`src/rtl/key_bank_if.sv`:
```
// key_bank_if: raw key pins in, debounced key events out.
// master drives the raw keys, slave is the key bank itself.
interface key_bank_if #(
  parameter int KEY_NUM = 3
);
  logic [KEY_NUM-1:0] key_in;
  logic [KEY_NUM-1:0] key_press;
  logic [KEY_NUM-1:0] key_release;
  logic [KEY_NUM-1:0] key_long;
  logic [KEY_NUM-1:0] key_level;
  logic               any_press;

  modport master (
    output key_in,
    input  key_press,
    input  key_release,
    input  key_long,
    input  key_level,
    input  any_press
  );

  modport slave (
    input  key_in,
    output key_press,
    output key_release,
    output key_long,
    output key_level,
    output any_press
  );
endinterface

```
`src/rtl/key_bank.sv`:
```
// key_bank: per-channel key sync, debounce, long-press and repeat events.
// Define KEY_BANK_REPEAT_EN to emit auto-repeat presses while held.
module key_bank #(
  parameter int KEY_NUM      = 3,
  parameter bit ACTIVE_LOW   = 1'b1,
  parameter int DEBOUNCE_CYC = 1_000_000,
  parameter int LONG_CYC     = 50_000_000,
  parameter int REPEAT_CYC   = 10_000_000
) (
  input logic       clk,
  input logic       rst,
  key_bank_if.slave kb
);

  localparam int DL_MAX  = (DEBOUNCE_CYC > LONG_CYC)
                         ? DEBOUNCE_CYC : LONG_CYC;
  localparam int CNT_MAX = (DL_MAX > REPEAT_CYC)
                         ? DL_MAX : REPEAT_CYC;
  localparam int CW      = $clog2(CNT_MAX);

  localparam logic [CW-1:0] DB_END   = CW'(DEBOUNCE_CYC - 1);
  localparam logic [CW-1:0] LONG_END = CW'(LONG_CYC - 1);
`ifdef KEY_BANK_REPEAT_EN
  localparam logic [CW-1:0] RPT_END  = CW'(REPEAT_CYC - 1);
`endif

  localparam logic [2:0] S_IDLE    = 3'd0;
  localparam logic [2:0] S_DB_DOWN = 3'd1;
  localparam logic [2:0] S_HELD    = 3'd2;
  localparam logic [2:0] S_REPEAT  = 3'd3;
  localparam logic [2:0] S_DB_UP   = 3'd4;

  logic [KEY_NUM-1:0] press_e;
  logic [KEY_NUM-1:0] rel_e;
  logic [KEY_NUM-1:0] long_e;
  logic [KEY_NUM-1:0] lvl_e;

  for (genvar g = 0; g < KEY_NUM; g++) begin : g_ch
    logic [1:0]    sync;
    logic          act;
    logic [2:0]    state, state_n;
    logic [CW-1:0] cnt, cnt_n;
    logic          ld, ld_n;
    logic          p_q, r_q, l_q, v_q;
    logic          p_n, r_n, l_n, v_n;

    assign act = sync[1] ^ ACTIVE_LOW;

    always_comb begin
      state_n = state;
      cnt_n   = cnt + 1'b1;
      ld_n    = ld;
      p_n     = 1'b0;
      r_n     = 1'b0;
      l_n     = 1'b0;
      v_n     = v_q;
      unique case (state)
        S_IDLE: begin
          cnt_n = '0;
          if (act) state_n = S_DB_DOWN;
        end
        S_DB_DOWN: begin
          if (!act) begin
            state_n = S_IDLE;
            cnt_n   = '0;
          end else if (cnt == DB_END) begin
            state_n = S_HELD;
            cnt_n   = '0;
            p_n     = 1'b1;
            v_n     = 1'b1;
            ld_n    = 1'b0;
          end
        end
        S_HELD: begin
          if (!act) begin
            state_n = S_DB_UP;
            cnt_n   = '0;
          end else if (cnt == LONG_END && !ld) begin
            state_n = S_REPEAT;
            cnt_n   = '0;
            l_n     = 1'b1;
            ld_n    = 1'b1;
          end
        end
        S_REPEAT: begin
          if (!act) begin
            state_n = S_DB_UP;
            cnt_n   = '0;
`ifdef KEY_BANK_REPEAT_EN
          end else if (cnt == RPT_END) begin
            cnt_n = '0;
            p_n   = 1'b1;
          end
`else
          end else begin
            cnt_n = cnt;
          end
`endif
        end
        S_DB_UP: begin
          if (act) begin
            // bounce while releasing: resume the hold phase already reached
            state_n = ld ? S_REPEAT : S_HELD;
            cnt_n   = '0;
          end else if (cnt == DB_END) begin
            state_n = S_IDLE;
            cnt_n   = '0;
            r_n     = 1'b1;
            v_n     = 1'b0;
          end
        end
        default: begin
          state_n = S_IDLE;
          cnt_n   = '0;
        end
      endcase
    end

    always_ff @(posedge clk or posedge rst) begin
      if (rst) begin
        sync  <= {2{ACTIVE_LOW}};
        state <= S_IDLE;
        cnt   <= '0;
        ld    <= 1'b0;
        p_q   <= 1'b0;
        r_q   <= 1'b0;
        l_q   <= 1'b0;
        v_q   <= 1'b0;
      end else begin
        sync  <= {sync[0], kb.key_in[g]};
        state <= state_n;
        cnt   <= cnt_n;
        ld    <= ld_n;
        p_q   <= p_n;
        r_q   <= r_n;
        l_q   <= l_n;
        v_q   <= v_n;
      end
    end

    assign press_e[g] = p_q;
    assign rel_e[g]   = r_q;
    assign long_e[g]  = l_q;
    assign lvl_e[g]   = v_q;
  end

  always_ff @(posedge clk or posedge rst) begin
    if (rst) begin
      kb.key_press   <= '0;
      kb.key_release <= '0;
      kb.key_long    <= '0;
      kb.key_level   <= '0;
      kb.any_press   <= 1'b0;
    end else begin
      kb.key_press   <= press_e;
      kb.key_release <= rel_e;
      kb.key_long    <= long_e;
      kb.key_level   <= lvl_e;
      kb.any_press   <= |press_e;
    end
  end

endmodule

```
`src/flat_wrapper.sv`:
```
// flat-port wrapper written by rule: the top's interface ports become plain ports
module key_bank_flat 
#(
  parameter int KEY_NUM      = 3,
  parameter bit ACTIVE_LOW   = 1'b1,
  parameter int DEBOUNCE_CYC = 1_000_000,
  parameter int LONG_CYC     = 50_000_000,
  parameter int REPEAT_CYC   = 10_000_000
)
  (clk, rst, kb_key_in, kb_key_press, kb_key_release, kb_key_long, kb_key_level, kb_any_press);
  key_bank_if #(.KEY_NUM(KEY_NUM)) kb_i ();
  input logic clk;
  input logic rst;
  input wire logic [$bits(kb_i.key_in)-1:0] kb_key_in;
  output wire logic [$bits(kb_i.key_press)-1:0] kb_key_press;
  output wire logic [$bits(kb_i.key_release)-1:0] kb_key_release;
  output wire logic [$bits(kb_i.key_long)-1:0] kb_key_long;
  output wire logic [$bits(kb_i.key_level)-1:0] kb_key_level;
  output wire logic [$bits(kb_i.any_press)-1:0] kb_any_press;
  assign kb_i.key_in = kb_key_in;
  assign kb_key_press = kb_i.key_press;
  assign kb_key_release = kb_i.key_release;
  assign kb_key_long = kb_i.key_long;
  assign kb_key_level = kb_i.key_level;
  assign kb_any_press = kb_i.any_press;
  key_bank #(.KEY_NUM(KEY_NUM), .ACTIVE_LOW(ACTIVE_LOW), .DEBOUNCE_CYC(DEBOUNCE_CYC), .LONG_CYC(LONG_CYC), .REPEAT_CYC(REPEAT_CYC)) u_core (.clk(clk), .rst(rst), .kb(kb_i));
endmodule
```
`config.mk`:
```
export PLATFORM = sky130hd
export DESIGN_NAME = key_bank_flat
export DESIGN_NICKNAME = d
export VERILOG_FILES = /design/src/rtl/key_bank_if.sv /design/src/rtl/key_bank.sv /design/src/flat_wrapper.sv
export SDC_FILE = /design/constraint.sdc
export NUM_CORES = 1
export LEC_CHECK = 0
export CAP_MARGIN = 15
export CORE_UTILIZATION = 34
export CTS_BUF_LIST = sky130_fd_sc_hd__clkbuf_8
export CTS_CLUSTER_DIAMETER = 30
export CTS_CLUSTER_SIZE = 10
export DETAILED_ROUTE_END_ITERATION = 8
export SETUP_SLACK_MARGIN = 0.1
export SLEW_MARGIN = 20
export SYNTH_ARGS = -nofsm -noshare
export SYNTH_HDL_FRONTEND = slang
export SYNTH_SLANG_ARGS = --single-unit
```
`constraint.sdc`:
```
create_clock -name clk -period 3.7 [get_ports clk]
set_input_delay 0.74 -clock clk [delete_from_list [all_inputs] [get_ports clk]]
set_output_delay 0.74 -clock clk [all_outputs]
set_load 0.02 [all_outputs]
```
==> results.toml, run 1 <==
[floorplan]
die_area_sq_um = 18600
floorplan.die.width_microns = 136
die_h_microns = 136
rows = 48
start_util = 0.351
boundaryPins = 18
coreArea_sq_um = 17500

[clock_tree]
holdBufCountCts = 0
post_cts_buffers = 0
path_clk_slew_ns = 0.07
cts-root-buf = "clkbuf_8"
cts_tree = "yes"
cts_buffers = 17
cts.sinks = 121
clock_path_buffers = 2
cts_max_level = 4
clkLatencyLatePin_ns = 0.43
post_cts_resized = 0

[placed_design]
place.gp.congestion = 0.818
dpl.hpwl_microns = 8740
dp_slack_ns = 0.991
port_buffers = 17

[synthesis]
ys_async_sr_fraction = 1.00
synth-edff-count = 0
netlist-cell-type-count = 56
yosysSeqAreaShare = 0.495
synth_nets = 650
synth_area_sq_um = 6130
synth_flop_cell = "dfrtp_1"
ys_ff_latch = 121
yosysWarnings = 0
synth_cells = 639
syn_avg_cell_area_sq_um = 9.59

[grt]
first_global_vias = 4662
antenna_found_initial = 0
grt_util_all_layers = 0.152
grt_max_degree = 49
globalRouteOverflowTotal = 0
grt_pass1_wl_microns = 22300

[setup_path]
crit_family = "simple AND/OR/NAND/NOR gates"
cp-start-kind = "register"
regToRegSetupSlack_ns = 0.99
path_depth = 5
startpoint = "u_core.g_ch[1].cnt[12]"
crit_buf_inv = 0
critPathSlowestCell = "o31a_1"
cp.arrival_ns = 2.99
cpMostUsedCell = "or4_1"
cp_max_fo = 19
critical_path_class = "register to register"
end_kind = "register"
cp.required_ns = 3.98
reg2reg_to = "u_core.g_ch[1].cnt[12]"
rr_startpoint = "u_core.g_ch[1].cnt[12]"
reg2reg_depth = 5
slowest_delay_ns = 0.58
path_cells = "or4_1 -> or4_1 -> o31a_1 -> nor2_8 -> a21oi_1"
crit_end = "u_core.g_ch[1].cnt[12]"

[layout]
largest_reg_flops = 78
regMostFlops = "u_core.g_ch.cnt"
seq_area_sq_um = 3040
num_antenna_cells = 0
multi_input_area_sq_um = 2900
nets = 666
reg_top3 = "u_core.g_ch.cnt x78, u_core.g_ch.state x9, u_core.g_ch.sync x6"
fillers = 1707
drive_gt1_frac = 0.0749
area_delta_synth_final_pct = 12.3

[timing]
finalHoldViolations = 0
setup_viol = 0
fin_skew_ns = 0.00791
tightest_slew_ns = 1.02
fin_ws_ns = 0.988
setup_tns_ns = 0
max_freq_ghz = 0.369
fin_crit_ns = 2.71
slew_violations = 0
slew_headroom = 0.318
finalCritPeriodShare = 0.733
rsz0062_at_grt = "false"

[route]
wl_per_cell_microns = 14.4
routed_wl_microns = 12800
drc = 0
drt_pass1_iterations = 5
drtIter0Drc = 274
route.vias.total = 4758
final_antenna_net_count = 0
viasPerCell = 5.33

[run_status]
status = "finished, final reports clean"

[hold_path]
hold_path.class = "register to register"
whs_path_depth = 0

[job]
maxCapViolations = 0

[pwr]
p_per_area_nw_per_um2 = 373
power.leakage_nw = 2.67
ir_worst_vdd_mv = 0.231
[cells in the mapped netlist (8+ instances only)]
library cell,instances,area [sq um]
dfrtp_1,115,2880
nor2_1,84,315
nand2_1,51,191
xnor2_1,36,315
nand3_1,34,170
nor3_1,27,135
xor2_1,24,210
a21oi_1,23,115
nand4_1,23,144
inv_1,20,75.1
o21ai_0,20,100
clkbuf_1,19,71.3
nor4_1,14,87.6
or4_1,13,97.6
and3_1,10,62.6
and4_1,10,87.6
a22oi_1,8,60.1
nor4b_1,8,70.1
[kinds of logic after synthesis]
kind of cell	share of synthesized area
and+or+nand+nor	0.278
DFF	0.495
AOI/OAI and AO/OA	0.0902
xor gates and xnor gates	0.0857
buffers and inverters	0.0335
adders and majority gates	0.0122
muxes	0.00490
[worst min-delay path by stage]
| stage | from | end |
|---|---|---|
| 2_1_floorplan | u_core.g_ch[0].l_q | u_core.kb.key_long[0] |
| 3_3_place_gp | u_core.g_ch[2].r_q | u_core.kb.key_release[2] |
| 3_5_place_dp | u_core.g_ch[2].r_q | u_core.kb.key_release[2] |
| 4_1_cts | u_core.g_ch[2].r_q | u_core.kb.key_release[2] |
| 5_1_grt | u_core.g_ch[2].r_q | u_core.kb.key_release[2] |
| 6_report | u_core.g_ch[2].r_q | u_core.kb.key_release[2] |
[per-stage QoR]
step	util	power (mW)	area [sq um]	instances	hold slack, ns
3_3_place_gp	0.373	1.53	6530	861	0.333
6_report	0.394	2.57	6880	893	0.348
3_5_place_dp	0.373	1.54	6530	861	0.336
4_1_cts	0.394	2.60	6880	893	0.352
2_1_floorplan	-	1.51	6130	639	0.331
5_1_grt	0.394	2.69	6880	893	0.353
[placed cells by master, fill, tap and decap left out, drive strengths merged, types with 3 or more instances in the layout]
cell and instances:
nor3 28, nor3b 6, clkbuf 20, nand4bb 4, mux2i 3, o31a 3, dfstp 6, nand4 23
clkinv 3, a31oi 5, nor2 85, a22oi 8, a211oi 3, o21bai 5, xnor2 36, o22ai 3
clkdlybuf4s50 17, and3 10, nand2 51, ha 6, nand3 34, inv 27, or3 5, o21ai 25
a21oi 23, xor2 24, nor2b 4, buf 7, and2 4, dfrtp 115, nor4 15, and4 10
nor4b 8, or4 13
[cell type report]
cell class,count,area share
Sequential cell,121,0.441
Multi-Input combinational cell,471,0.422
Tap cell,225,0.0409
Clock buffer,20,0.0400
Timing Repair Buffer,24,0.0342
Inverter,20,0.0115
Clock inverter,12,0.0109
[power breakdown]
part / internal, mW / switching (mW)
Combinational: 0.0481 / 0.0901
Sequential: 1.34 / 0.0332
Clock: 0.561 / 0.493
Total: 1.95 / 0.616
[routing by layer]
metal	GRT usage	vias to the layer above	routed length [microns]
li1	-	2313	-
met1	0.197	2358	6120
met2	0.243	77	6150
met3	0.0414	10	417
met4	0.0531	0	154
met5	0	-	0
No activity file was read; power rests on OpenSTA's default activity.
==> run 2, diff against run 1 <==
==> constraint.sdc (replaced) <==
create_clock -name clk -period 2.5 [get_ports clk]
set_input_delay 0.5 -clock clk [delete_from_list [all_inputs] [get_ports clk]]
set_output_delay 0.5 -clock clk [all_outputs]
set_load 0.02 [all_outputs]
==> run 2 against run 1 <==
Core utilization up 3.1 points. Critical path depth increased by 1. Clock power rose by 98%. Die area did not move. Fmax up 14%. Clock skew increased by 0.0038 ns. Register-to-register slack got worse by 0.87 ns. Final cell count up 4.0%. Critical endpoint is now u_core.g_ch[1].cnt[19].
==> results.toml, run 2 (same netlist as run 1, synthesis figures left out) <==
[run_status]
status = "finished, final reports clean"

[layout]
drive_gt1_frac = 0.146
num_antenna_cells = 0
final_cells = 929
reg_top3 = "u_core.g_ch.cnt x78, u_core.g_ch.state x9, u_core.g_ch.sync x6"
largest_reg_flops = 78
utilization = 0.424
nets = 702
finalInstanceArea_sq_um = 7420
regMostFlops = "u_core.g_ch.cnt"
fillers = 1670
area_delta_synth_final_pct = 21.0
final_common_cell = "dfrtp_1"
seq_area_sq_um = 3040
multi_input_area_sq_um = 2990
most-common-layout-cells = "dfrtp_1, nor2_1, nand2_1"

[timing]
rsz0062_at_grt = "true"
setup_viol = 0
slew_headroom = 0.545
finalCritPeriodShare = 0.951
finalHoldViolations = 0
fin_skew_ns = 0.0117
fin_crit_ns = 2.38
tightest_slew_ns = 0.679
hold-worst-slack_ns = 0.353
slew_violations = 0
max_freq_ghz = 0.421

[setup_path]
cp.required_ns = 2.80
reg2reg_depth = 6
critical_path_class = "register to register"
cp_max_fo = 22
end_kind = "register"
reg2reg_to = "u_core.g_ch[1].cnt[19]"
startpoint = "u_core.g_ch[1].cnt[13]"
cp.arrival_ns = 2.67
rr_startpoint = "u_core.g_ch[1].cnt[13]"
crit_end = "u_core.g_ch[1].cnt[19]"
regToRegSetupSlack_ns = 0.12
cp-start-kind = "register"

[route]
met2_wirelength_microns = 6760
wl_met1_microns = 6520
route.vias.total = 4920
drt_pass1_iterations = 5
drtIter0Drc = 316
final_antenna_net_count = 0
top_layer_used = "met4"
viasPerCell = 5.30
wl_per_cell_microns = 15.1
met3RoutedLength_microns = 554
drc = 0
routed_wl_microns = 14000

[hold_path]
whs_path_depth = 0
hold_path.class = "register to register"

[grt]
globalRouteOverflowTotal = 0
grt_util_all_layers = 0.160
grt_pass1_wl_microns = 23300
grt_max_degree = 48
first_global_vias = 4719
antenna_found_initial = 0

[floorplan]
floorplan.die.width_microns = 136
boundaryPins = 18
die_area_sq_um = 18600
die_h_microns = 136
start_util = 0.351
coreArea_sq_um = 17500
rows = 48

[clock_tree]
cts_max_level = 4
holdBufCountCts = 0
cts_buffers = 17
cts.sinks = 121
cts-root-buf = "clkbuf_8"
clkLatencyLatePin_ns = 0.45
clock_path_buffers = 2
cts_tree = "yes"
path_clk_slew_ns = 0.07

[placed_design]
place_area_sq_um = 6810
place.gp.congestion = 0.841
port_buffers = 17
dpl.hpwl_microns = 9260
dp.cells = 890

[pwr]
power_mw = 4.39
ir_worst_vdd_mv = 0.363
power.leakage_nw = 2.92
p_per_area_nw_per_um2 = 592

[job]
maxCapViolations = 0
[run 2: per-stage QoR]
step,worst slack [ns],TNS [ns]
floorplan,0.145,0
global placement,0.0706,0
detailed placement,-0.0169,-0.125
CTS,0.0960,0
global route,0.0639,0
finish,0.123,0
[run 2: layout make-up]
cell class / count / area share
inverters: 20 / 0.0106
clock inverters: 12 / 0.0263
well taps: 225 / 0.0379
flip-flops and latches: 121 / 0.409
repair buffers: 57 / 0.0759
clock buffers: 20 / 0.0371
multi-input cells: 474 / 0.403
[run 2: metal layers]
| layer | vias up | global-route usage |
|---|---|---|
| li1 | 2386 | - |
| met1 | 2411 | 0.210 |
| met2 | 107 | 0.250 |
| met3 | 16 | 0.0433 |
| met4 | 0 | 0.0654 |
| met5 | - | 0 |
[run 2: what timing repair did]
action | CTS | global route
endpoints found under the setup margin | 26 | 77
setup buffers | 0 | 3
resized for setup | 2 | 18
cloned | 2 | 2
pin swaps | 4 | 6
[run 2: worst min-delay path by stage]
stage / to / start
floorplan: u_core.kb.key_long[0] / u_core.g_ch[0].l_q
global placement: u_core.kb.key_release[2] / u_core.g_ch[2].r_q
detailed placement: u_core.kb.key_release[0] / u_core.g_ch[0].r_q
CTS: u_core.kb.key_release[0] / u_core.g_ch[0].r_q
global route: u_core.kb.key_long[1] / u_core.g_ch[1].l_q
finish: u_core.kb.key_release[0] / u_core.g_ch[0].r_q
[run 2: where the power goes]
group | total, mW | internal [mW] | switching, mW
combinational | 0.290 | 0.117 | 0.173
sequential | 2.02 | 1.99 | 0.0368
clock | 2.08 | 1.26 | 0.816
total | 4.39 | 3.37 | 1.03
[run 2: critical path, cell delays in order (launching register included)]
cell     delay, ns
dfrtp_1       0.38
or4b_4        0.54
or4_4         0.55
o31a_1        0.28
buf_12        0.17
nor2_4        0.20
a21oi_1       0.10
==> run 3, diff against run 2 <==
--- a/config.mk
+++ b/config.mk
@@ -11,6 +11,7 @@
 export CTS_CLUSTER_DIAMETER = 30
 export CTS_CLUSTER_SIZE = 10
 export DETAILED_ROUTE_END_ITERATION = 8
+export RECOVER_POWER = 25
 export SETUP_SLACK_MARGIN = 0.1
 export SLEW_MARGIN = 20
 export SYNTH_ARGS = -nofsm -noshare
==> run 3 against run 2 <==
Sequential share of layout area grew 0.076 points. Sequential power is essentially flat. Count of clock-buffer cells in the layout is the same. Global-route usage is the same. Largest cell class unchanged.
==> results.toml, run 3 (same netlist as run 1, synthesis figures left out) <==
[run_status]
status = "finished, final reports clean"

[setup_path]
critPathSlowestCell = "or4_4"
end_kind = "register"
cp.required_ns = 2.80
crit_buf_inv = 1
slowest_delay_ns = 0.55
cp.arrival_ns = 2.67
path_depth = 6
cp_max_fo = 22
critical_path_class = "register to register"
path_cells = "or4b_4 -> or4_4 -> o31a_1 -> buf_12 -> nor2_4 -> a21oi_1"
reg2reg_depth = 6
cp-start-kind = "register"
crit_family = "simple AND/OR/NAND/NOR gates"

[layout]
reg_top3 = "u_core.g_ch.cnt x78, u_core.g_ch.state x9, u_core.g_ch.sync x6"
num_antenna_cells = 0
largest_reg_flops = 78
area_delta_synth_final_pct = 20.8
nets = 702
seq_area_sq_um = 3040
multi_input_area_sq_um = 2990
most-common-layout-cells = "dfrtp_1, nor2_1, nand2_1"
drive_gt1_frac = 0.143
final_cells = 929
final_common_cell = "dfrtp_1"
utilization = 0.424
fillers = 1671
regMostFlops = "u_core.g_ch.cnt"

[floorplan]
rows = 48
start_util = 0.351
coreArea_sq_um = 17500
boundaryPins = 18
die_h_microns = 136
floorplan.die.width_microns = 136
die_area_sq_um = 18600

[route]
met2_wirelength_microns = 6770
met3RoutedLength_microns = 494
top_layer_used = "met4"
final_antenna_net_count = 0
route.vias.total = 4915
routed_wl_microns = 14000
drt_pass1_iterations = 5
drc = 0
wl_per_cell_microns = 15.1
wl_met1_microns = 6570
viasPerCell = 5.29
drtIter0Drc = 316

[pwr]
power.leakage_nw = 2.92
ir_worst_vdd_mv = 0.363
p_per_area_nw_per_um2 = 593

[timing]
setup_viol = 0
fin_crit_ns = 2.38
finalCritPeriodShare = 0.951
finalHoldViolations = 0
fin_skew_ns = 0.0117
hold-worst-slack_ns = 0.353
slew_headroom = 0.216
slew_violations = 0
max_freq_ghz = 0.421
fin_ws_ns = 0.123
rsz0062_at_grt = "true"
tightest_slew_ns = 1.17

[hold_path]
whs_path_depth = 0
hold_path.class = "register to register"

[clock_tree]
cts_max_level = 4
cts_buffers = 17
cts_tree = "yes"
clock_path_buffers = 2
clkLatencyLatePin_ns = 0.45
cts.sinks = 121
path_clk_slew_ns = 0.07
cts-root-buf = "clkbuf_8"

[grt]
first_global_vias = 4719
globalRouteOverflowTotal = 0
grt_max_degree = 48
grt_util_all_layers = 0.160
antenna_found_initial = 0
grt_pass1_wl_microns = 23300

[placed_design]
dp.cells = 890
dpl.hpwl_microns = 9260
place.gp.congestion = 0.841
dp_slack_ns = -0.0169
port_buffers = 17

[job]
maxCapViolations = 0
==> run 3: what timing repair did <==
action                                  in CTS  in global routing
hold buffers                                 0                  0
resized for setup                            2                 18
setup buffers                                0                  3
cloned                                       2                  2
endpoints found under the setup margin      26                 77
pin swaps                                    4                  6
==> run 3: cell type report <==
type / instances / share of cell area
multi-input cells: 474 / 0.404
flip-flops and latches: 121 / 0.410
clock buffers: 20 / 0.0372
repair buffers: 57 / 0.0745
inverters: 20 / 0.0103
well taps: 225 / 0.0380
clock inverters: 12 / 0.0264
==> run 3: final timing paths <==
check                                  startpoint  slack [ns]                       end
max in group asynchronous                     rst        0.42    u_core.g_ch[2].cnt[10]
hold reg to reg                u_core.g_ch[0].r_q        0.35  u_core.kb.key_release[0]
setup reg to reg           u_core.g_ch[1].cnt[13]        0.12    u_core.g_ch[1].cnt[19]
setup / recovery           u_core.g_ch[1].cnt[13]        0.12    u_core.g_ch[1].cnt[19]
hold / removal                 u_core.g_ch[0].r_q        0.35  u_core.kb.key_release[0]
min in group asynchronous                     rst        0.57     u_core.g_ch[2].cnt[5]
==> run 3: power breakdown <==
part | total [mW] | switching [mW] | internal (mW)
clock | 2.08 | 0.817 | 1.26
sequential | 2.02 | 0.0372 | 1.99
combinational | 0.285 | 0.173 | 0.113
total | 4.39 | 1.03 | 3.36
==> run 3: layer usage <==
metal / vias to the layer above / global-route usage
met2: 100 / 0.250
met5: - / 0
met3: 16 / 0.0433
met1: 2411 / 0.210
li1: 2388 / -
met4: 0 / 0.0654
==> run 3: per-stage QoR <==
stage	power [mW]	instance area [sq um]	setup TNS [ns]
after floorplan	2.24	6130	0
after global placement	2.31	6810	0
after detailed placement	2.32	6810	-0.125
after CTS	4.42	7300	0
after global routing	4.57	7400	0
final	4.39	7400	0
